[src/rtl/exec_stage_mc_pkg.sv]
// Shared encodings for the exec_stage_mc execute stage: ALU opcodes, forwarding selects
// and the multiplier FSM state type.
package exec_pkg;

    // ALU_MULT/ALU_MULTU with reg_write set act as MUL: LO is written back to the destination.
    typedef enum logic [3:0] {
        ALU_ADD   = 4'd0,
        ALU_SUB   = 4'd1,
        ALU_AND   = 4'd2,
        ALU_OR    = 4'd3,
        ALU_XOR   = 4'd4,
        ALU_NOR   = 4'd5,
        ALU_SLT   = 4'd6,
        ALU_SLTU  = 4'd7,
        ALU_SLL   = 4'd8,
        ALU_SRL   = 4'd9,
        ALU_SRA   = 4'd10,
        ALU_LUI   = 4'd11,
        ALU_MFHI  = 4'd12,
        ALU_MFLO  = 4'd13,
        ALU_MULT  = 4'd14,
        ALU_MULTU = 4'd15
    } alu_op_e;

    typedef logic [1:0] fwd_sel_t;
    localparam fwd_sel_t FWD_REG  = 2'd0;
    localparam fwd_sel_t FWD_MEM  = 2'd1;
    localparam fwd_sel_t FWD_WB   = 2'd2;
    localparam fwd_sel_t FWD_RSVD = 2'd3;

    typedef enum logic {
        IDLE = 1'b0,
        BUSY = 1'b1
    } mul_state_e;

    function automatic logic is_mul_op(input alu_op_e op);
        return (op == ALU_MULT) || (op == ALU_MULTU);
    endfunction

endpackage

[src/rtl/exec_stage_mc_iter_multiplier.sv]
// Iterative shift-add multiplier: retires DATA_W/MUL_CYCLES multiplier bits per cycle on
// operand magnitudes and applies the sign at completion.
module iter_multiplier
    import exec_pkg::*;
#(
    parameter int unsigned DATA_W     = 32,
    parameter int unsigned MUL_CYCLES = 4
) (
    input  logic                  clk_i,
    input  logic                  rst_ni,
    input  logic                  start_i,
    input  logic                  abort_i,
    input  logic                  signed_i,
    input  logic [DATA_W-1:0]     a_i,
    input  logic [DATA_W-1:0]     b_i,
    output logic                  busy_o,
    output logic                  done_o,
    output logic [2*DATA_W-1:0]   product_o
);
    localparam int unsigned STEP_W = DATA_W / MUL_CYCLES;
    localparam int unsigned CNT_W  = (MUL_CYCLES > 1) ? $clog2(MUL_CYCLES) : 1;
    localparam int unsigned PROD_W = 2 * DATA_W;
    localparam logic [CNT_W-1:0] CNT_LAST = CNT_W'(MUL_CYCLES - 1);

    mul_state_e          state_q, state_d;
    logic [CNT_W-1:0]    cnt_q, cnt_d;
    logic [PROD_W-1:0]   acc_q, acc_d, mcand_q, mcand_d;
    logic [DATA_W-1:0]   mplier_q, mplier_d;
    logic                neg_q, neg_d;
    logic [DATA_W-1:0]   a_mag, b_mag;
    logic [PROD_W-1:0]   acc_next;

    always_comb begin
        a_mag    = (signed_i && a_i[DATA_W-1]) ? -a_i : a_i;
        b_mag    = (signed_i && b_i[DATA_W-1]) ? -b_i : b_i;
        acc_next = acc_q + mcand_q * PROD_W'(mplier_q[STEP_W-1:0]);
    end

    always_comb begin
        state_d  = state_q;
        cnt_d    = cnt_q;
        acc_d    = acc_q;
        mcand_d  = mcand_q;
        mplier_d = mplier_q;
        neg_d    = neg_q;
        done_o   = 1'b0;
        case (state_q)
            IDLE: begin
                if (start_i) begin
                    state_d  = BUSY;
                    cnt_d    = '0;
                    acc_d    = '0;
                    mcand_d  = PROD_W'(a_mag);
                    mplier_d = b_mag;
                    neg_d    = signed_i & (a_i[DATA_W-1] ^ b_i[DATA_W-1]);
                end
            end
            BUSY: begin
                if (abort_i) begin
                    state_d = IDLE;
                end else begin
                    acc_d    = acc_next;
                    mcand_d  = mcand_q << STEP_W;
                    mplier_d = mplier_q >> STEP_W;
                    cnt_d    = cnt_q + CNT_W'(1);
                    if (cnt_q == CNT_LAST) begin
                        state_d = IDLE;
                        done_o  = 1'b1;
                    end
                end
            end
            default: state_d = IDLE;
        endcase
    end

    always_ff @(posedge clk_i or negedge rst_ni) begin
        if (!rst_ni) begin
            state_q  <= IDLE;
            cnt_q    <= '0;
            acc_q    <= '0;
            mcand_q  <= '0;
            mplier_q <= '0;
            neg_q    <= 1'b0;
        end else begin
            state_q  <= state_d;
            cnt_q    <= cnt_d;
            acc_q    <= acc_d;
            mcand_q  <= mcand_d;
            mplier_q <= mplier_d;
            neg_q    <= neg_d;
        end
    end

    assign busy_o    = (state_q == BUSY);
    assign product_o = neg_q ? -acc_next : acc_next;

endmodule

[src/rtl/exec_stage_mc.sv]
// Registered MIPS execute stage: forwarding, ALU, iterative multiplier with HI/LO and stall.
// Define EXEC_OVF_TRAP_EN to trap signed ADD/SUB overflow (suppresses write-back).
module exec_stage_mc
    import exec_pkg::*;
#(
    parameter int unsigned DATA_W     = 32,
    parameter int unsigned REG_AW     = 5,
    parameter int unsigned MUL_CYCLES = 4
) (
    input  logic              Clk,
    input  logic              Reset,
    input  logic              in_valid,
    input  logic              flush,
    input  logic [3:0]        alu_op,
    input  logic [DATA_W-1:0] rs_data,
    input  logic [DATA_W-1:0] rt_data,
    input  logic [DATA_W-1:0] imm,
    input  logic [4:0]        shamt,
    input  logic              alusrc,
    input  logic              regdst,
    input  logic [REG_AW-1:0] rd,
    input  logic [REG_AW-1:0] rt,
    input  logic              reg_write_in,
    input  logic [1:0]        fwd_a_sel,
    input  logic [1:0]        fwd_b_sel,
    input  logic [DATA_W-1:0] mem_fwd_data,
    input  logic [DATA_W-1:0] wb_fwd_data,
    output logic              stall_out,
    output logic              out_valid,
    output logic [DATA_W-1:0] out_result,
    output logic [REG_AW-1:0] out_dest,
    output logic              out_reg_write,
    output logic              out_zero,
    output logic              ovf_trap
);
    localparam int unsigned MSB = DATA_W - 1;

    alu_op_e             op;
    logic [DATA_W-1:0]   op_a, rt_fwd, op_b, alu_res;
    logic [REG_AW-1:0]   dest;
    logic                ovf, accept, mul_start, mul_busy, mul_done;
    logic [2*DATA_W-1:0] mul_prod;

    logic [DATA_W-1:0]   hi_q, hi_d, lo_q, lo_d, result_q, result_d;
    logic [REG_AW-1:0]   dest_q, dest_d, mul_dest_q, mul_dest_d;
    logic                valid_q, valid_d, wr_q, wr_d, zero_q, zero_d;
    logic                ovf_q, ovf_d, mul_wb_q, mul_wb_d;

    assign op        = alu_op_e'(alu_op);
    assign dest      = regdst ? rd : rt;
    assign accept    = in_valid & ~flush & ~mul_busy;
    assign mul_start = accept & is_mul_op(op);

    // The reserved select falls back to the register-file operand.
    always_comb begin
        case (fwd_sel_t'(fwd_a_sel))
            FWD_MEM: op_a = mem_fwd_data;
            FWD_WB:  op_a = wb_fwd_data;
            default: op_a = rs_data;
        endcase
        case (fwd_sel_t'(fwd_b_sel))
            FWD_MEM: rt_fwd = mem_fwd_data;
            FWD_WB:  rt_fwd = wb_fwd_data;
            default: rt_fwd = rt_data;
        endcase
        op_b = alusrc ? imm : rt_fwd;
    end

    always_comb begin
        alu_res = '0;
        case (op)
            ALU_ADD:  alu_res = op_a + op_b;
            ALU_SUB:  alu_res = op_a - op_b;
            ALU_AND:  alu_res = op_a & op_b;
            ALU_OR:   alu_res = op_a | op_b;
            ALU_XOR:  alu_res = op_a ^ op_b;
            ALU_NOR:  alu_res = ~(op_a | op_b);
            ALU_SLT:  alu_res = DATA_W'($signed(op_a) < $signed(op_b));
            ALU_SLTU: alu_res = DATA_W'(op_a < op_b);
            ALU_SLL:  alu_res = op_b << shamt;
            ALU_SRL:  alu_res = op_b >> shamt;
            ALU_SRA:  alu_res = $signed(op_b) >>> shamt;
            ALU_LUI:  alu_res = op_b << (DATA_W / 2);
            ALU_MFHI: alu_res = hi_q;
            ALU_MFLO: alu_res = lo_q;
            default:  alu_res = '0;
        endcase
    end

`ifdef EXEC_OVF_TRAP_EN
    always_comb begin
        case (op)
            ALU_ADD: ovf = (op_a[MSB] == op_b[MSB]) && (alu_res[MSB] != op_a[MSB]);
            ALU_SUB: ovf = (op_a[MSB] != op_b[MSB]) && (alu_res[MSB] != op_a[MSB]);
            default: ovf = 1'b0;
        endcase
    end
`else
    assign ovf = 1'b0;
`endif

    iter_multiplier #(
        .DATA_W     (DATA_W),
        .MUL_CYCLES (MUL_CYCLES)
    ) u_mul (
        .clk_i     (Clk),
        .rst_ni    (Reset),
        .start_i   (mul_start),
        .abort_i   (flush),
        .signed_i  (op == ALU_MULT),
        .a_i       (op_a),
        .b_i       (op_b),
        .busy_o    (mul_busy),
        .done_o    (mul_done),
        .product_o (mul_prod)
    );

    // Completion wins over new input; the multiplier masks done when flush aborts it.
    always_comb begin
        valid_d    = 1'b0;
        wr_d       = 1'b0;
        ovf_d      = 1'b0;
        result_d   = result_q;
        dest_d     = dest_q;
        hi_d       = hi_q;
        lo_d       = lo_q;
        mul_dest_d = mul_dest_q;
        mul_wb_d   = mul_wb_q;
        if (mul_done) begin
            {hi_d, lo_d} = mul_prod;
            if (mul_wb_q) begin
                valid_d  = 1'b1;
                wr_d     = 1'b1;
                result_d = mul_prod[DATA_W-1:0];
                dest_d   = mul_dest_q;
            end
        end else if (mul_start) begin
            mul_dest_d = dest;
            mul_wb_d   = reg_write_in;
        end else if (accept) begin
            valid_d  = 1'b1;
            result_d = alu_res;
            dest_d   = dest;
            wr_d     = reg_write_in & ~ovf;
            ovf_d    = ovf;
        end
        zero_d = (result_d == '0);
    end

    always_ff @(posedge Clk or negedge Reset) begin
        if (!Reset) begin
            hi_q       <= '0;
            lo_q       <= '0;
            result_q   <= '0;
            dest_q     <= '0;
            mul_dest_q <= '0;
            valid_q    <= 1'b0;
            wr_q       <= 1'b0;
            zero_q     <= 1'b0;
            ovf_q      <= 1'b0;
            mul_wb_q   <= 1'b0;
        end else begin
            hi_q       <= hi_d;
            lo_q       <= lo_d;
            result_q   <= result_d;
            dest_q     <= dest_d;
            mul_dest_q <= mul_dest_d;
            valid_q    <= valid_d;
            wr_q       <= wr_d;
            zero_q     <= zero_d;
            ovf_q      <= ovf_d;
            mul_wb_q   <= mul_wb_d;
        end
    end

    assign stall_out     = mul_busy;
    assign out_valid     = valid_q;
    assign out_result    = result_q;
    assign out_dest      = dest_q;
    assign out_reg_write = wr_q;
    assign out_zero      = zero_q;
    assign ovf_trap      = ovf_q;

endmodule

[config.mk]
export PLATFORM = sky130hd
export DESIGN_NAME = exec_stage_mc
export DESIGN_NICKNAME = d
export VERILOG_FILES = /design/src/rtl/exec_stage_mc_pkg.sv /design/src/rtl/exec_stage_mc_iter_multiplier.sv /design/src/rtl/exec_stage_mc.sv
export SDC_FILE = /design/constraint.sdc
export NUM_CORES = 2
export LEC_CHECK = 0
export ABC_AREA = 1
export BUFFER_PORTS_ARGS = -buffer_cell sky130_fd_sc_hd__buf_2
export CAP_MARGIN = 10
export CELL_PAD_IN_SITES_DETAIL_PLACEMENT = 0
export CELL_PAD_IN_SITES_GLOBAL_PLACEMENT = 1
export CORE_ASPECT_RATIO = 2
export CORE_MARGIN = 3
export CORE_UTILIZATION = 46
export CTS_CLUSTER_SIZE = 12
export DETAILED_ROUTE_END_ITERATION = 10
export PLACE_DENSITY_LB_ADDON = 0.1
export SLEW_MARGIN = 30
export SYNTH_ARGS = -nofsm -noshare
export SYNTH_HDL_FRONTEND = slang
export SYNTH_SLANG_ARGS = --single-unit
[constraint.sdc]
create_clock -name Clk -period 6.25 [get_ports Clk]
set_clock_uncertainty 0.2 [all_clocks]
set_input_delay 0.625 -clock Clk [delete_from_list [all_inputs] [get_ports Clk]]
set_output_delay 0.625 -clock Clk [all_outputs]
set_load 0.01 [all_outputs]
==> reports/qor.yml, run 1 <==
yosys:
  netlist.area_leader.share_pct: 18.5
  syn_nets: 7779
  synth_edf_count: 0
  synth_seq_cells: 274
  avgSynthCellArea_um2: 6.37
  yosysSeqAreaShare_pct: 15.4
  synthSimpleGateAreaFrac_pct: 33.6
  synth_top_family_by_area: "simple AND/OR/NAND/NOR gates"
  async_flop_share_pct: 100
  synth_top_flop_cell: "dfrtp_1"
  synth.area.top_cells: "fa_1 (19%), nand2_1 (18%), dfrtp_1 (15%)"
  synth_cell_types: 58
  synth-compound-area-share_pct: 11.7
  synth_top_area_cell: "fa_1"
  syn-cell-area_mm2: 0.0446
  synth-adder-area-share_pct: 23.5
  yosys_warnings: 0
  synthMuxAreaShare_pct: 0.126
  synth_xor_area_share_pct: 2.14
  netlist_instances: 7000
placement:
  port_buffers: 230
  dp.cells: 8911
  hpwl_um: 216000
  place.gp.congestion: 1.18
  placed_area_mm2: 0.0524
floorplanning:
  die_x_um: 226
  die_h_um: 446
  io_pins: 232
  start_util_pct: 46.6
  std_cell_rows: 160
run_status:
  status: "stopped before the end"
  tool.error: "[ERROR GRT-0116] Global routing finished with congestion. Check the congestion regions in the DRC Viewer."
  stop_stage: "global routing (5_1_grt)"
clock_tree:
  cts_buffers: 30
  htree_levels: 1
  cts-root-buf: "clkbuf_16"
  cts_buffer_depth: 3
  clock_sinks: 274
global_routing:
  grt_pass1_wl_um: 496000
  grt_max_degree: 130
  grt_pass1_vias: 63100
  track_usage_pct: 66.0
  grt_remaining_overflow: 835
[metal layers]
metal,GRT usage (%),overflow
met5,9.73,1
met3,40.9,9
met4,69.9,259
met2,90.9,564
met1,63.7,2
[what timing repair did]
| item | in CTS |
|---|---|
| setup endpoints to repair | 48 |
| hold buffers | 1 |
| pin swaps | 44 |
| endpoints found under the hold margin | 72 |
| setup buffers | 30 |
| resized for setup | 210 |
| gates cloned | 2 |
[synth_stat cells (7+ instances only)]
master and number:
o22ai_1 115, ha_1 177, nor2_2 27, xor2_1 85, inv_1 1240, xnor2_1 24, dfrtp_1 274, nor3_1 55
o221ai_1 38, o211ai_1 28, nand3_2 24, o21ai_2 10, clkinv_1 15, nor2_4 12, clkbuf_1 223, fa_1 412
nor2_1 483, nand3_1 543, buf_1 70, or2_2 20, o2111ai_1 13, inv_2 20, o21bai_1 14, nand2_1 2176
nand4_1 69, a21oi_1 281, o21ai_1 32, a221oi_1 7, a221o_1 15, nand2_2 62, a22oi_1 11, nand3b_1 29
buf_2 23, o21a_1 9, nor4_1 15, o21ai_0 263, a31oi_1 11
[logic make-up after synthesis]
group / after synthesis
and+or+nand+nor: 3540
other: 1
xor gates and xnor gates: 109
DFF: 274
adders and majority gates: 589
buffers and inverters: 1597
AOI/OAI and AO/OA: 885
muxes: 5
[metrics by stage]
| step | utilization [%] | TNS [ps] | worst slack (ps) |
|---|---|---|---|
| after CTS | 57.1 | 0 | 0.0830 |
| after detailed placement | 54.8 | -23040 | -889 |
| after floorplan | - | 0 | 503 |
| after global placement | 54.8 | -24120 | -930 |
==> inputs of run 2 (changes only) <==
CELL_PAD_IN_SITES_DETAIL_PLACEMENT = not set   (was 0)
CELL_PAD_IN_SITES_GLOBAL_PLACEMENT = not set   (was 1)
CORE_ASPECT_RATIO = not set   (was 2)
CORE_UTILIZATION = 40   (was 46)
CTS_CLUSTER_SIZE = not set   (was 12)
PLACE_DENSITY_LB_ADDON = 0.15   (was 0.1)
==> run 2 against run 1 <==
The flow now finishes without violations. Synthesized cell count is the same. Area after synthesis unchanged.
==> reports/qor.yml, run 2 <==
run_status:
  status: "completed"
clock_tree:
  htree_levels: 2
  cts_tree: "done"
  cts_buffer_depth: 3
  cts-root-buf: "clkbuf_16"
  cts_buffers: 37
  clock_sinks: 274
  clock_latency_ps: 580
  clkTransAtPathRegs_ps: 70
sta:
  fin_tns_setup_ps: 0
  fmax_mhz: 163
  hold_violations: 0
  tightest_slew_ps: 1030
  slew_headroom_pct: 30.9
  setup_viol: 0
  fin_crit_ps: 6150
  whs_ps: 130
  period_share_pct: 98.4
  rsz0062_at_grt: "true"
  drv_slew: 0
route:
  finalWirelength_um: 223000
  vias_per_cell: 5.48
  drc: 0
  wire_per_inst_um: 24.7
  drtIter0Drc: 4527
  vias: 49400
  ant_nets: 0
  drt_first_pass_iters: 8
yosys:
  netlist.area_leader.share_pct: 18.5
  yosysSeqAreaShare_pct: 15.4
  syn_nets: 7779
  synth_cell_types: 58
  synth.area.top_cells: "fa_1 (19%), nand2_1 (18%), dfrtp_1 (15%)"
  synth_commonest_cells: "nand2_1 (2176), inv_1 (1240), nand3_1 (543)"
  synth.most_common_cell: "nand2_1"
  syn-cell-area_mm2: 0.0446
  async_flop_share_pct: 100
  yosys_warnings: 0
  synth_edf_count: 0
  netlist_instances: 7000
  avgSynthCellArea_um2: 6.37
  synth_top_area_cell: "fa_1"
  synth_seq_cells: 274
  synth_top_flop_cell: "dfrtp_1"
placement:
  hpwl_um: 182000
  place.gp.congestion: 1.06
  port_buffers: 230
floorplanning:
  io_pins: 232
  die_x_um: 340
  start_util_pct: 40.6
  dieArea_mm2: 0.115
  die_h_um: 340
  std_cell_rows: 121
  design.core.area_mm2: 0.110
setup_path:
  crit_path_frequent_cell: "nand2_1"
  startpoint_type: "register"
  cpMaxStageDelayCell: "dfrtp_4"
  cp_data_arrival_time_ps: 6400
  worstSetupPathType: "reg2reg"
  crit_family: "adder cells"
  crit_fanout: 5
  slowest_delay_ps: 510
  crit_buf_inv: 9
  cp.required_ps: 6500
  endpoint_kind: "register"
job:
  cap_viol_max_count: 0
finish:
  final_common_cell: "nand2_1"
  fin_nets: 8300
  fillers: 11600
  drive_gt1_share_pct: 18.5
  reg.largest.list: "u_mul.acc_q x64, u_mul.mcand_q x64"
  utilization_pct: 49.5
  areaGrowthSynthToFinish_pct: 21.9
  diodes: 0
  layout_common_cells: "nand2_1 (2083), inv_1 (1225), nand3_1 (530)"
global_routing:
  grt_remaining_overflow: 0
  antenna_found_initial: 1
  grt_max_degree: 98
  grt_pass1_vias: 48300
  grt_pass1_wl_um: 321000
  track_usage_pct: 37.2
worst_hold_path:
  min_path_type: "in2reg"
## run 2: final timing paths
kind	from	end	slack (ps)	cells past startpoint
min reg2reg	mul_dest_q[4]	mul_dest_q[4]	280	2
max reg2reg	u_mul.mplier_q[4]	hi_q[28]	100	33
max in group asynchronous	Reset	u_mul.neg_q	4270	3
min	reg_write_in	mul_wb_q	130	3
min in group asynchronous	Reset	u_mul.mcand_q[31]	430	2
max	u_mul.mplier_q[4]	hi_q[28]	100	33
## run 2: area by class of cell
class	count	area, um^2	share of cell area, %
Multi-Input combinational cell	5129	33500	61.7
Clock inverter	12	209	0.384
Clock buffer	55	1080	2.00
Sequential cell	274	6890	12.7
Timing Repair Buffer	804	5980	11.0
Inverter	1275	4790	8.82
Tap cell	1476	1850	3.40
## run 2: tightest hold or removal path, cell delays in order
cell and delay [ps]:
buf_2 90, inv_1 50, o21ai_0 80
## run 2: through the flow
stage | setup WS, ps | instances | cell area [um^2]
5_1_grt | -151 | 9025 | 54300
3_3_place_gp | -318 | 8871 | 50300
4_1_cts | -20.3 | 8940 | 51700
3_5_place_dp | -203 | 8871 | 50300
6_report | 100 | 9025 | 54300
2_1_floorplan | 503 | 7000 | 44600
## run 2: cells by family after synthesis
logic type | after synthesis | share of synthesized area [%]
AOI/OAI and AO/OA | 885 | 11.7
xor gates and xnor gates | 109 | 2.14
adders and majority gates | 589 | 23.5
buffers and inverters | 1597 | 13.6
DFF | 274 | 15.4
muxes | 5 | 0.126
other | 1 | 0.00841
and+or+nand+nor | 3540 | 33.6
## run 2: per-layer routing
| metal | wire length (um) | track usage, % |
|---|---|---|
| met1 | 85100 | 44.8 |
| met2 | 106000 | 63.3 |
| met3 | 14500 | 4.40 |
| met4 | 18000 | 23.1 |
| met5 | 14 | 0 |
## run 2: timing repair
item                                    4_1_cts  5_1_grt
hold endpoints to repair                     91        0
setup buffers                                 1       78
pin swaps                                     1      115
endpoints found under the setup margin       24       41
hold buffers                                  1        0
gates resized for setup                      11      464
cloned                                        0        7
Power of run 2 is not shown: default switching activity piles up to over one toggle a cycle in this logic, so the estimate is an artifact.
